<file path="config.mk">
export PLATFORM = sky130hd
export DESIGN_NAME = alu_seq
export DESIGN_NICKNAME = d
export VERILOG_FILES = /design/src/rtl/alu_pkg.sv /design/src/rtl/alu_muldiv_iter.sv /design/src/rtl/alu_seq.sv
export SDC_FILE = /design/constraint.sdc
export NUM_CORES = 1
export LEC_CHECK = 0
export ABC_AREA = 0
export BUFFER_PORTS_ARGS = -buffer_cell sky130_fd_sc_hd__buf_2
export CORE_MARGIN = 5
export CORE_UTILIZATION = 45
export DETAILED_ROUTE_END_ITERATION = 16
export GPL_ROUTABILITY_DRIVEN = 0
export GPL_TIMING_DRIVEN = 0
export MAX_ROUTING_LAYER = met4
export PLACE_DENSITY = 0.75
export SLEW_MARGIN = 10
export SYNTH_ARGS = -nofsm -noshare
export SYNTH_HDL_FRONTEND = slang
export SYNTH_HIERARCHICAL = 1
export SYNTH_SLANG_ARGS = --single-unit
</file>
<file path="constraint.sdc">
create_clock -name clk -period 7 [get_ports clk]
set_input_delay 1.4 -clock clk [delete_from_list [all_inputs] [get_ports clk]]
set_output_delay 1.4 -clock clk [all_outputs]
set_load 0.01 [all_outputs]
</file>
<file path="src/rtl/alu_pkg.sv">
// Shared definitions for the sequential ALU: opcode map, opcode classes,
// FSM state encoding and iterative-engine mode select.
package alu_pkg;

  localparam logic [3:0] OP_AND   = 4'b0000;
  localparam logic [3:0] OP_OR    = 4'b0001;
  localparam logic [3:0] OP_XOR   = 4'b0010;
  localparam logic [3:0] OP_NOT   = 4'b0011;
  localparam logic [3:0] OP_ADD   = 4'b0100;
  localparam logic [3:0] OP_SUB   = 4'b0101;
  localparam logic [3:0] OP_MUL   = 4'b0110;
  localparam logic [3:0] OP_RSV   = 4'b0111;
  localparam logic [3:0] OP_SHIFT = 4'b1000;
  localparam logic [3:0] OP_DIV   = 4'b1100;

  // Upper two opcode bits select the operation class.
  typedef enum logic [1:0] {
    CLS_LOGIC = 2'b00,
    CLS_ARITH = 2'b01,
    CLS_SHIFT = 2'b10,
    CLS_DIV   = 2'b11
  } op_class_e;

  typedef enum logic [1:0] {
    IDLE = 2'b00,
    CALC = 2'b01,
    DONE = 2'b10
  } state_e;

  typedef enum logic {
    MODE_MUL = 1'b0,
    MODE_DIV = 1'b1
  } iter_mode_e;

  function automatic op_class_e op_class(input logic [3:0] op);
    return op_class_e'(op[3:2]);
  endfunction

endpackage

</file>
<file path="src/rtl/alu_muldiv_iter.sv">
// Iterative unsigned multiply (shift-add) / divide (restoring) engine.
// One bit per cycle; the first bit is processed on the start edge itself.
module alu_muldiv_iter
  import alu_pkg::*;
#(
  parameter int WIDTH = 4
) (
  input  logic             clk,
  input  logic             rst_n,
  input  logic             start,
  input  iter_mode_e       mode,
  input  logic [WIDTH-1:0] a,
  input  logic [WIDTH-1:0] b,
  output logic             done,
  output logic [WIDTH-1:0] hi,
  output logic [WIDTH-1:0] lo
);

  localparam int CW = $clog2(WIDTH);
  localparam logic [CW-1:0] LAST = CW'(WIDTH - 1);

  // acc: product high / partial remainder; sr: multiplier->product low / dividend->quotient
  logic [WIDTH-1:0] acc, sr, opnd;
  iter_mode_e       mode_q;
  logic [CW-1:0]    cnt;
  logic             running;

  logic [WIDTH-1:0] cur_acc, cur_sr, cur_op, nxt_acc, nxt_sr;
  iter_mode_e       cur_mode;
  logic [WIDTH:0]   sum, rem_sh;

  always_comb begin
    // NOTE: every always_comb output gets a default first so no latch is inferred.
    cur_acc  = start ? '0 : acc;
    cur_sr   = start ? a : sr;
    cur_op   = start ? b : opnd;
    cur_mode = start ? mode : mode_q;
    sum      = {1'b0, cur_acc} + (cur_sr[0] ? {1'b0, cur_op} : '0);
    rem_sh   = {cur_acc, cur_sr[WIDTH-1]};
    nxt_acc  = sum[WIDTH:1];
    nxt_sr   = {sum[0], cur_sr[WIDTH-1:1]};
    if (cur_mode == MODE_DIV) begin
      if (rem_sh >= {1'b0, cur_op}) begin
        nxt_acc = rem_sh[WIDTH-1:0] - cur_op;
        nxt_sr  = {cur_sr[WIDTH-2:0], 1'b1};
      end else begin
        nxt_acc = rem_sh[WIDTH-1:0];
        nxt_sr  = {cur_sr[WIDTH-2:0], 1'b0};
      end
    end
  end

  always_ff @(posedge clk) begin
    // NOTE: sequential state uses non-blocking assignments only.
    if (!rst_n) begin
      running <= 1'b0;
      done    <= 1'b0;
      cnt     <= '0;
    end else if (start) begin
      running <= 1'b1;
      done    <= 1'b0;
      cnt     <= CW'(1);
    end else if (running) begin
      if (cnt == LAST) begin
        running <= 1'b0;
        done    <= 1'b1;
      end else begin
        cnt <= cnt + CW'(1);
      end
    end
  end

  // NOTE: datapath registers carry no reset; control flags above gate their use.
  always_ff @(posedge clk) begin
    if (start || running) begin
      acc    <= nxt_acc;
      sr     <= nxt_sr;
      opnd   <= cur_op;
      mode_q <= cur_mode;
    end
  end

  assign hi = acc;
  assign lo = sr;

endmodule

</file>
<file path="src/rtl/alu_seq.sv">
// Handshaked multi-cycle ALU with registered results. Defining ALU_FLAGS_EN
// adds registered zero/negative/overflow flag outputs.
module alu_seq
  import alu_pkg::*;
#(
  parameter  int WIDTH = 4,
  localparam int SHW   = $clog2(WIDTH)
) (
  input  logic             clk,
  input  logic             rst_n,
  input  logic             in_valid,
  output logic             in_ready,
  input  logic [WIDTH-1:0] a,
  input  logic [WIDTH-1:0] b,
  input  logic             carry_in,
  input  logic [SHW-1:0]   shift_amt,
  input  logic             shift_dir,
  input  logic [3:0]       opcode,
  output logic             out_valid,
  input  logic             out_ready,
  output logic [WIDTH-1:0] y,
  output logic [WIDTH-1:0] y_hi,
  output logic             carry_out,
  output logic             div_by_zero,
  output logic             busy
`ifdef ALU_FLAGS_EN
  ,
  output logic             flag_z,
  output logic             flag_n,
  output logic             flag_v
`endif
);

  state_e state, state_nxt;
  logic   accept, go_iter, capture, req_iter;
  logic   iter_done;
  logic [WIDTH-1:0] iter_hi, iter_lo;

  logic [WIDTH:0]   add_sum;
  logic [WIDTH-1:0] sub_diff;
  logic [WIDTH-1:0] sc_y, sc_hi;
  logic             sc_c, sc_dbz;

  assign add_sum  = {1'b0, a} + {1'b0, b} + {{WIDTH{1'b0}}, carry_in};
  assign sub_diff = a - b;
  // Divide by zero skips the engine and finishes in one cycle.
  assign req_iter = (opcode == OP_MUL) || ((op_class(opcode) == CLS_DIV) && (b != '0));

  always_ff @(posedge clk) begin
    if (!rst_n) state <= IDLE;
    else        state <= state_nxt;
  end

  always_comb begin
    state_nxt = state;
    accept    = 1'b0;
    go_iter   = 1'b0;
    capture   = 1'b0;
    case (state)
      IDLE: if (in_valid) begin
        accept    = 1'b1;
        go_iter   = req_iter;
        state_nxt = req_iter ? CALC : DONE;
      end
      CALC: if (iter_done) begin
        capture   = 1'b1;
        state_nxt = DONE;
      end
      DONE: if (out_ready) state_nxt = IDLE;
      default: state_nxt = IDLE;
    endcase
  end

  assign in_ready  = (state == IDLE);
  assign out_valid = (state == DONE);
  assign busy      = (state != IDLE);

  always_comb begin
    sc_y   = '0;
    sc_hi  = '0;
    sc_c   = 1'b0;
    sc_dbz = 1'b0;
    case (op_class(opcode))
      CLS_LOGIC: case (opcode[1:0])
        2'b00:   sc_y = a & b;
        2'b01:   sc_y = a | b;
        2'b10:   sc_y = a ^ b;
        default: sc_y = ~a;
      endcase
      CLS_ARITH: case (opcode[1:0])
        2'b00: {sc_c, sc_y} = add_sum;
        2'b01: begin
          sc_y = sub_diff;
          sc_c = (a >= b);
        end
        default: sc_y = '0;
      endcase
      CLS_SHIFT: sc_y = shift_dir ? (a >> shift_amt) : (a << shift_amt);
      default: begin
        sc_y   = '1;
        sc_hi  = a;
        sc_dbz = 1'b1;
      end
    endcase
  end

  alu_muldiv_iter #(.WIDTH(WIDTH)) u_iter (
    .clk   (clk),
    .rst_n (rst_n),
    .start (go_iter),
    .mode  ((op_class(opcode) == CLS_DIV) ? MODE_DIV : MODE_MUL),
    .a     (a),
    .b     (b),
    .done  (iter_done),
    .hi    (iter_hi),
    .lo    (iter_lo)
  );

  // Results load on accept (single-cycle ops) or on engine completion, then hold.
  always_ff @(posedge clk) begin
    if (!rst_n) begin
      y           <= '0;
      y_hi        <= '0;
      carry_out   <= 1'b0;
      div_by_zero <= 1'b0;
    end else if (accept && !go_iter) begin
      y           <= sc_y;
      y_hi        <= sc_hi;
      carry_out   <= sc_c;
      div_by_zero <= sc_dbz;
    end else if (capture) begin
      y           <= iter_lo;
      y_hi        <= iter_hi;
      carry_out   <= 1'b0;
      div_by_zero <= 1'b0;
    end
  end

`ifdef ALU_FLAGS_EN
  logic sc_v;

  always_comb begin
    sc_v = 1'b0;
    if (opcode == OP_ADD)
      sc_v = (a[WIDTH-1] == b[WIDTH-1]) && (add_sum[WIDTH-1] != a[WIDTH-1]);
    else if (opcode == OP_SUB)
      sc_v = (a[WIDTH-1] != b[WIDTH-1]) && (sub_diff[WIDTH-1] != a[WIDTH-1]);
  end

  always_ff @(posedge clk) begin
    if (!rst_n) begin
      flag_z <= 1'b0;
      flag_n <= 1'b0;
      flag_v <= 1'b0;
    end else if (accept && !go_iter) begin
      flag_z <= (sc_y == '0);
      flag_n <= sc_y[WIDTH-1];
      flag_v <= sc_v;
    end else if (capture) begin
      flag_z <= (iter_lo == '0);
      flag_n <= iter_lo[WIDTH-1];
      flag_v <= 1'b0;
    end
  end
`endif

endmodule

</file>
==> key figures, run 1 <==
Synthesis
  – Synth cell types: 55
  – Mean Syn Cell Area: 9.162 um2
  – FFs w/ async S/R, synth: 0
  – EDFF count, synth: 13
  – Post-synthesis sequential area ratio: 0.2873
  – Seq cells post-synth: 29
  – Syn nets: 316
  – Syn Inst Count: 270
  – Syn. warnings: 6
  – Ys flop type: dfxtp_1
  – Cell Area, Synth: 2474 um2

Worst hold path
  – Worst Hold End: carry_out
  – Min-Delay Path Class: flip-flop to flip-flop
  – Hold Path Stages: 2
  – Min-delay src: carry_out

Clock tree
  – CTS root buffer: clkbuf_8
  – Setup Buffers After CTS: 0
  – Clock Latency Late Sink: 0.28 ns
  – CTS tree: done
  – CTS max path bufs: 2
  – CTS sink count: 29
  – Post-CTS Hold Fix Bufs: 0
  – Clk pin slew, worst setup/hold paths: 0.06 ns
  – CTS Buf Count: 5
  – PostCTS Resize Cnt: 0
  – H-tree Lvls: 2

Timing
  – Max-Slew Margin vs Limit: 0.6349
  – RSZ-0062 raised after global routing: no
  – Tmin final: 4.185 ns
  – Clk_skew: 0.006152 ns
  – Worst slew pin tran: 0.5435 ns
  – Slew Limit Fails: 0
  – Final TNS setup: 0 ns
  – Final Cycle Share: 0.5978
  – Setup violators final: 0
  – Number of failing hold endpoints at the final stage: 0
  – Max Clock Freq: 239.0 MHz

Layout
  – P&R area growth vs syn: 13.05%
  – Fill count: 507
  – Most frequent cells in the layout: 32 x buf_2, 26 x inv_1, 24 x nor2_1
  – Layout cell share with drive strength beyond 1: 0.2013
  – Final Util: 0.5141
  – Post-route cell area: 2796 um2
  – Most common cell after layout, fill and taps aside: buf_2
  – Antenna diode count: 0
  – Final nets: 353

Placed design
  – Placed cell area: 2714 um2
  – Detailed placer's ending HPWL: 4493 um
  – Port Buf Inserts: 30

Global route
  – Tot GR Track Use: 0.1671
  – Initial antenna violation count: 0
  – Maximum number of pins on one net before global-route repair: 14
  – Grt total ovfl: 0
  – Global-route wire length before repair: 9266 um
  – Vias in the first global route: 1925

Drt
  – DR WL/cell: 14.79 um
  – Vias per Instance: 5.389
  – Antenna-violating nets left: 0
  – Final routed DRC violation total: 0
  – Routed WL: 5619 um
  – Vias: 2048
  – Violation count after the first detailed-route iteration: 143
  – Detailed Routing Iterations Pass 1: 4

Die
  – Core area: 5439 um2
  – Die H: 84.14 um
  – Boundary Pins: 33
  – Initial core utilization: 0.4548
  – Die area: 7080 um2
  – Cell Rows: 27
  – Die W: 84.14 um

Setup path
  – Worst setup path category: input pin to flip-flop
  – Startpoint types: input pin
  – Crit Reg-Reg Startpoint: state[1]
  – Worst Path Required: 7.02 ns
  – Crit Path Max Fanout: 10
  – Reg2reg setup slack: 3.81 ns
  – CP arrival: 4.20 ns
  – Critical path endpoint category: flip-flop
  – Crit-path cells: buf_2 > or4_4 > a21oi_1 > nor2_1 > buf_4 > buf_2 > mux2i_1 > ha_1 > o21ai_1 > o21ai_2 > mux2i_1 > a21oi_1
  – RR Endpoint: u_iter/hi[2]
  – R2R depth: 10
  – Slowest cell on crit path: or4_4
  – Crit-path max cell delay: 0.58 ns

Status
  – Outcome: complete, no violations

Power
  – Cell area power density: 186.5 nW/um2
  – Worst VDD drop: 0.00008058 V
  – Static leakage: 1.221 nW
  – Power Total: 0.0005217 W

Job
  – Max Cap Viol: 0
## registers in the layout (all words and copies together) (netlist names)
name and cells:
u_iter/opnd 4, u_iter/mode_q 1, u_iter/done 1, u_iter/hi 4, y 4, u_iter/cnt 2, carry_out 1, y_hi 4
u_iter/running 1, div_by_zero 1, u_iter/lo 4, state 2
## critical path: cells and delay by family
family,cells,cell delay (ns)
AO/OA/AOI/OAI,4,0.74
AND/OR/NAND/NOR,2,0.65
multiplexers,2,0.62
buffers and inverters,3,0.51
adder cells (fa/ha/maj),1,0.28
## kinds of logic after synthesis
kind of cell	synth area share
flops	0.2873
fa+ha+maj	0.1467
xor+xnor	0.02124
simple gates	0.1781
mux	0.1320
compound gates	0.1775
buf+inv	0.05716
## cell usage after synthesis, types with 2 or more instances
cell        n  area (um2)
a211oi_1    6       45.04
a211oi_2    2       25.02
a21oi_1    18       90.09
a221oi_1    2       17.52
a22oi_1     2       15.01
a311o_1     2       20.02
a31oi_1     3       18.77
buf_2       2       10.01
clkbuf_1    6       22.52
dfxtp_1    16       320.3
edfxtp_1   13       390.4
fa_1        5       100.1
ha_1       21       262.8
inv_1      26       97.59
mux2_2      5       56.30
mux2_4      2       30.03
mux2i_1    15       150.1
mux4_2      3       67.56
nand2_1    12       45.04
nand2b_1    9       56.30
nand3_1     3       15.01
nand3b_1    4       30.03
nor2_1     24       90.09
nor2b_1    13       81.33
nor4b_1     2       17.52
o21a_1      2       15.01
o21ai_0    17       85.08
o22ai_1     2       12.51
o2bb2ai_1   2       17.52
or2_2       2       12.51
xnor2_1     4       35.03
xor2_1      2       17.52
## where the power goes
group	total, W	switching [W]	internal, W
clock	0.000131	0.0000621	0.0000687
combinational	0.000186	0.000101	0.0000846
sequential	0.000205	0.00000865	0.000197
total	0.000522	0.000172	0.000350
## stage by stage
stage	worst slack, ns	hold WS, ns	cells
finish	2.815	0.4713	380
global route	2.587	0.4905	380
CTS	2.832	0.4726	380
detailed placement	2.559	0.4652	372
global placement	2.579	0.4438	372
floorplan	2.992	0.4325	270
## layout make-up
class	instances	area, um2	area share
clock inverter	2	10.01	0.003579
tap	72	90.09	0.03221
inverter	26	97.59	0.03490
multi-input combinational	205	1622	0.5799
sequential	29	710.7	0.2541
timing repair buffer	30	150.1	0.05369
clock buffer	6	72.57	0.02595
buffer	10	43.79	0.01566
## per-layer routing
metal	vias to the layer above	GRT usage	share of wire
met5	-	-	0
met4	0	0.03947	0.0077
met3	5	0.03435	0.052
met2	50	0.2575	0.46
met1	952	0.2259	0.48
li1	1041	-	-
## worst max path at each step
stage               startpoint            to  slack (ns)
global route         opcode[3]  u_iter/hi[2]        2.59
CTS                       b[3]  u_iter/hi[2]        2.83
floorplan                 b[3]  u_iter/hi[0]        2.99
finish                    b[3]  u_iter/hi[2]        2.82
detailed placement        b[3]  u_iter/hi[2]        2.56
global placement          b[3]  u_iter/hi[0]        2.58
Power figures use the tool's default switching activity.
==> run 2: changes to the inputs <==
- ABC_AREA: 0 -> 1
- clock period: 7 -> 4.1 ns (I/O delays scaled with it)
==> run 2 against run 1 <==
Effect of this change:
- cell count grew 27%
- synthesized cell count grew 37%
- global-route usage grew 1.4 points
- sequential share of layout area shrank 1.3 points
- via count grew 24%
- area after synthesis grew 5.3%
- clock skew grew 0.0025 ns
- non-clock buffer count shrank 4
- sequential cell count is the same
- largest cell class unchanged
- highest routed layer unchanged
==> key figures, run 2 <==
Synthesis
  – Syn Inst Count: 370 (+37%)
  – Syn nets: 416 (+32%)
  – Ranking of synthesized cells by area: edfxtp_1 15%, nand2_1 14%, dfxtp_1 12%, ha_1 10%, inv_1 6.8%
  – Seq cells post-synth: 29 (unchanged)
  – Cell Area, Synth: 2605 um2 (+5.3%)
  – Mean Syn Cell Area: 7.041 um2 (-23%)
  – Share of the synthesized area in the top cell type: 0.1499 (-0.007959)
  – Syn. warnings: 6 (unchanged)
  – Cell with the most instances after synthesis: nand2_1
  – Top cell type by total area after synthesis: edfxtp_1
  – Top post-synthesis cells by count: 100 x nand2_1, 47 x inv_1, 27 x nand3_1, 26 x nor2_1, 23 x o21ai_0
  – Ys flop type: dfxtp_1
  – EDFF count, synth: 13 (unchanged)
  – FFs w/ async S/R, synth: 0 (unchanged)
  – Synth cell types: 39 (-29%)
  – Post-synthesis sequential area ratio: 0.2728 (-0.01449)

Setup path
  – Crit-path cells: buf_2 > inv_1 > nand3_1 > nand2_4 > a21oi_1 > buf_4 > mux2i_1 > nor2_1 > ha_1 > inv_1 > fa_1 > or2_2 > nand2_1
  – Worst Path Required: 4.25 ns (-2.77 ns)
  – Reg2reg setup slack: 0.92 ns (-2.89 ns)
  – Slowest cell on crit path: mux2i_1
  – CP arrival: 3.68 ns (-0.52 ns)
  – Critical path endpoint category: flip-flop
  – CP delay by family, top: simple AND/OR/NAND/NOR gates
  – CP startpoint: b[1]
  – Most frequent CP cell: inv_1
  – Worst setup path category: input pin to flip-flop
  – RR Endpoint: u_iter/hi[0]
  – Crit Reg-Reg Startpoint: state[0]
  – CP Buf/Inv Count: 4 (+1)
  – Crit Path Max Fanout: 10 (unchanged)
  – Crit-path max cell delay: 0.53 ns (-0.05 ns)
  – R2R depth: 13 (+3)
  – Startpoint types: input pin

Die
  – Die W: 86.09 um (+2.3%)
  – Die H: 86.09 um (+2.3%)
  – Boundary Pins: 33 (unchanged)
  – Initial core utilization: 0.4673 (+0.01254)
  – Cell Rows: 27 (unchanged)
  – Core area: 5574 um2 (+2.5%)
  – Die area: 7411 um2 (+4.7%)

Global route
  – Most Crowded Layer GR: met2
  – Initial antenna violation count: 0 (unchanged)
  – M2 GR Usage: 0.2985 (+0.04100)
  – M3 GR Usage: 0.03650 (+0.002156)
  – Tot GR Track Use: 0.1813 (+0.01428)
  – Grt met1 use: 0.2210 (-0.004839)
  – Global-route wire length before repair: 10530 um (+14%)
  – Maximum number of pins on one net before global-route repair: 14 (unchanged)
  – Grt total ovfl: 0 (unchanged)
  – Vias in the first global route: 2353 (+22%)

Timing
  – Max Clock Freq: 283.5 MHz
  – Final Cycle Share: 0.8602
  – Worst hold slack: 0.4717 ns (+0.0003670 ns)
  – Worst slew pin tran: 0.5545 ns (+0.01101 ns)
  – RSZ-0062 raised after global routing: no
  – Clk_skew: 0.008651 ns (+0.002499 ns)
  – Number of failing hold endpoints at the final stage: 0 (unchanged)
  – Setup violators final: 0 (unchanged)
  – Final TNS setup: 0 ns (unchanged)
  – Slew Limit Fails: 0 (unchanged)
  – Max-Slew Margin vs Limit: 0.6197 (-0.01513)
  – Tmin final: 3.527 ns

Power
  – Pint: 0.0006097 W (+74%)
  – Static leakage: 1.469 nW (+20%)
  – Clock share of power: 0.280 (+0.029)
  – Cell area power density: 321.9 nW/um2 (+73%)
  – Gate power share: 0.352 (-0.004)
  – Worst VDD drop: 0.0001641 V (+100%)
  – Switching share of power: 0.3582 (+0.02886)
  – Sequential power share: 0.367 (-0.026)
  – Net Sw Power: 0.0003403 W (+98%)

Clock tree
  – CTS Buf Count: 5 (unchanged)
  – CTS max path bufs: 2 (unchanged)
  – CTS tree: done
  – Clk pin slew, worst setup/hold paths: 0.07 ns (about the same)
  – CTS root buffer: clkbuf_8
  – CTS sink count: 29 (unchanged)
  – Clock Latency Late Sink: 0.29 ns (about the same)
  – Post-CTS Hold Fix Bufs: 0 (unchanged)
  – PostCTS Resize Cnt: 0 (unchanged)
  – Setup Buffers After CTS: 0 (unchanged)
  – H-tree Lvls: 2 (unchanged)

Drt
  – Final routed DRC violation total: 0 (unchanged)
  – Violation count after the first detailed-route iteration: 151 (+5.6%)
  – Routed WL: 6252 um (+11%)
  – DR WL/cell: 13.00 um (-12%)
  – Vias per Instance: 5.277 (-2.1%)
  – Detailed Routing Iterations Pass 1: 5 (+1)
  – Vias: 2538 (+24%)
  – Antenna-violating nets left: 0 (unchanged)

Layout
  – Most common cell after layout, fill and taps aside: nand2_1
  – Antenna diode count: 0 (unchanged)
  – Layout cell share with drive strength beyond 1: 0.1980 (-0.003255)
  – Most frequent cells in the layout: 100 x nand2_1, 47 x inv_1, 32 x buf_2
  – P&R area growth vs syn: 13.30%
  – Fill count: 543 (+7.1%)
  – Final nets: 454 (+29%)

Worst hold path
  – Worst Hold End: div_by_zero
  – Min-delay src: div_by_zero
  – Min-Delay Path Class: flip-flop to flip-flop
  – Hold Path Stages: 2 (unchanged)

Job
  – Max Cap Viol: 0 (unchanged)

Placed design
  – Port Buf Inserts: 31 (+3.3%)
  – Detailed placer's ending HPWL: 4966 um (+11%)

Status
  – Outcome: complete, no violations
==> run 2: power by group through the flow <==
stage / clock, W / combinational, W / sequential (W)
after floorplan: 0 / 0.000240 / 0.000356
after global placement: 0 / 0.000325 / 0.000354
after detailed placement: 0 / 0.000332 / 0.000355
after CTS: 0.000268 / 0.000334 / 0.000349
after global routing: 0.000284 / 0.000381 / 0.000352
final: 0.000266 / 0.000335 / 0.000349
==> run 2: worst min-delay path, stage by stage (launching register included) <==
cell and delay, ns:
dfxtp_1 0.31, nand2_1 0.07, a21oi_2 0.05
==> run 2: metal layers <==
| layer | up-vias | wire length [um] | part of all wire |
|---|---|---|---|
| li1 | 1279 | - | - |
| met1 | 1145 | 2653 | 0.42 |
| met2 | 100 | 3049 | 0.49 |
| met3 | 14 | 441 | 0.071 |
| met4 | 0 | 108 | 0.017 |
| met5 | - | 0 | 0 |
==> run 2: kinds of logic (layout without fill, tap and decap cells) <==
kind of cell    after synthesis  after routing  synth area share
flops                        29             29            0.2728
simple gates                181            181            0.3266
xor+xnor                      1              1          0.003363
fa+ha+maj                    26             26            0.1393
compound gates               71             71            0.1556
mux                           1              1          0.003843
buf+inv                      61            100           0.09846
==> run 2: worst max-delay path by stage <==
stage                    to  slack [ns]  cells after the start
5_1_grt        u_iter/hi[3]        0.37                     15
3_3_place_gp   u_iter/hi[0]        0.32                     13
4_1_cts        u_iter/hi[0]        0.61                     13
3_5_place_dp   u_iter/hi[0]        0.33                     13
6_report       u_iter/hi[0]        0.57                     13
2_1_floorplan  u_iter/hi[2]        1.02                     14
==> run 2: cell type report <==
class,count,area [um2],share of cell area
clock inverter,1,5.005,0.001696
buffer,5,42.54,0.01441
clock buffer,7,96.34,0.03264
multi-input combinational,280,1638,0.5549
inverter,56,214.0,0.07249
sequential,29,710.7,0.2408
tap,72,90.09,0.03052
timing repair buffer,31,155.1,0.05256
==> run 2: per-stage QoR <==
stage	power [W]	utilization	cells	instance area (um2)	setup WS, ns
after global routing	0.001017	0.5295	481	2952	0.3712
after global placement	0.0006794	0.5113	473	2850	0.3216
after floorplan	0.0005966	-	370	2605	1.019
after detailed placement	0.0006873	0.5113	473	2850	0.3321
final	0.0009500	0.5295	481	2952	0.5731
after CTS	0.0009503	0.5295	481	2952	0.6083
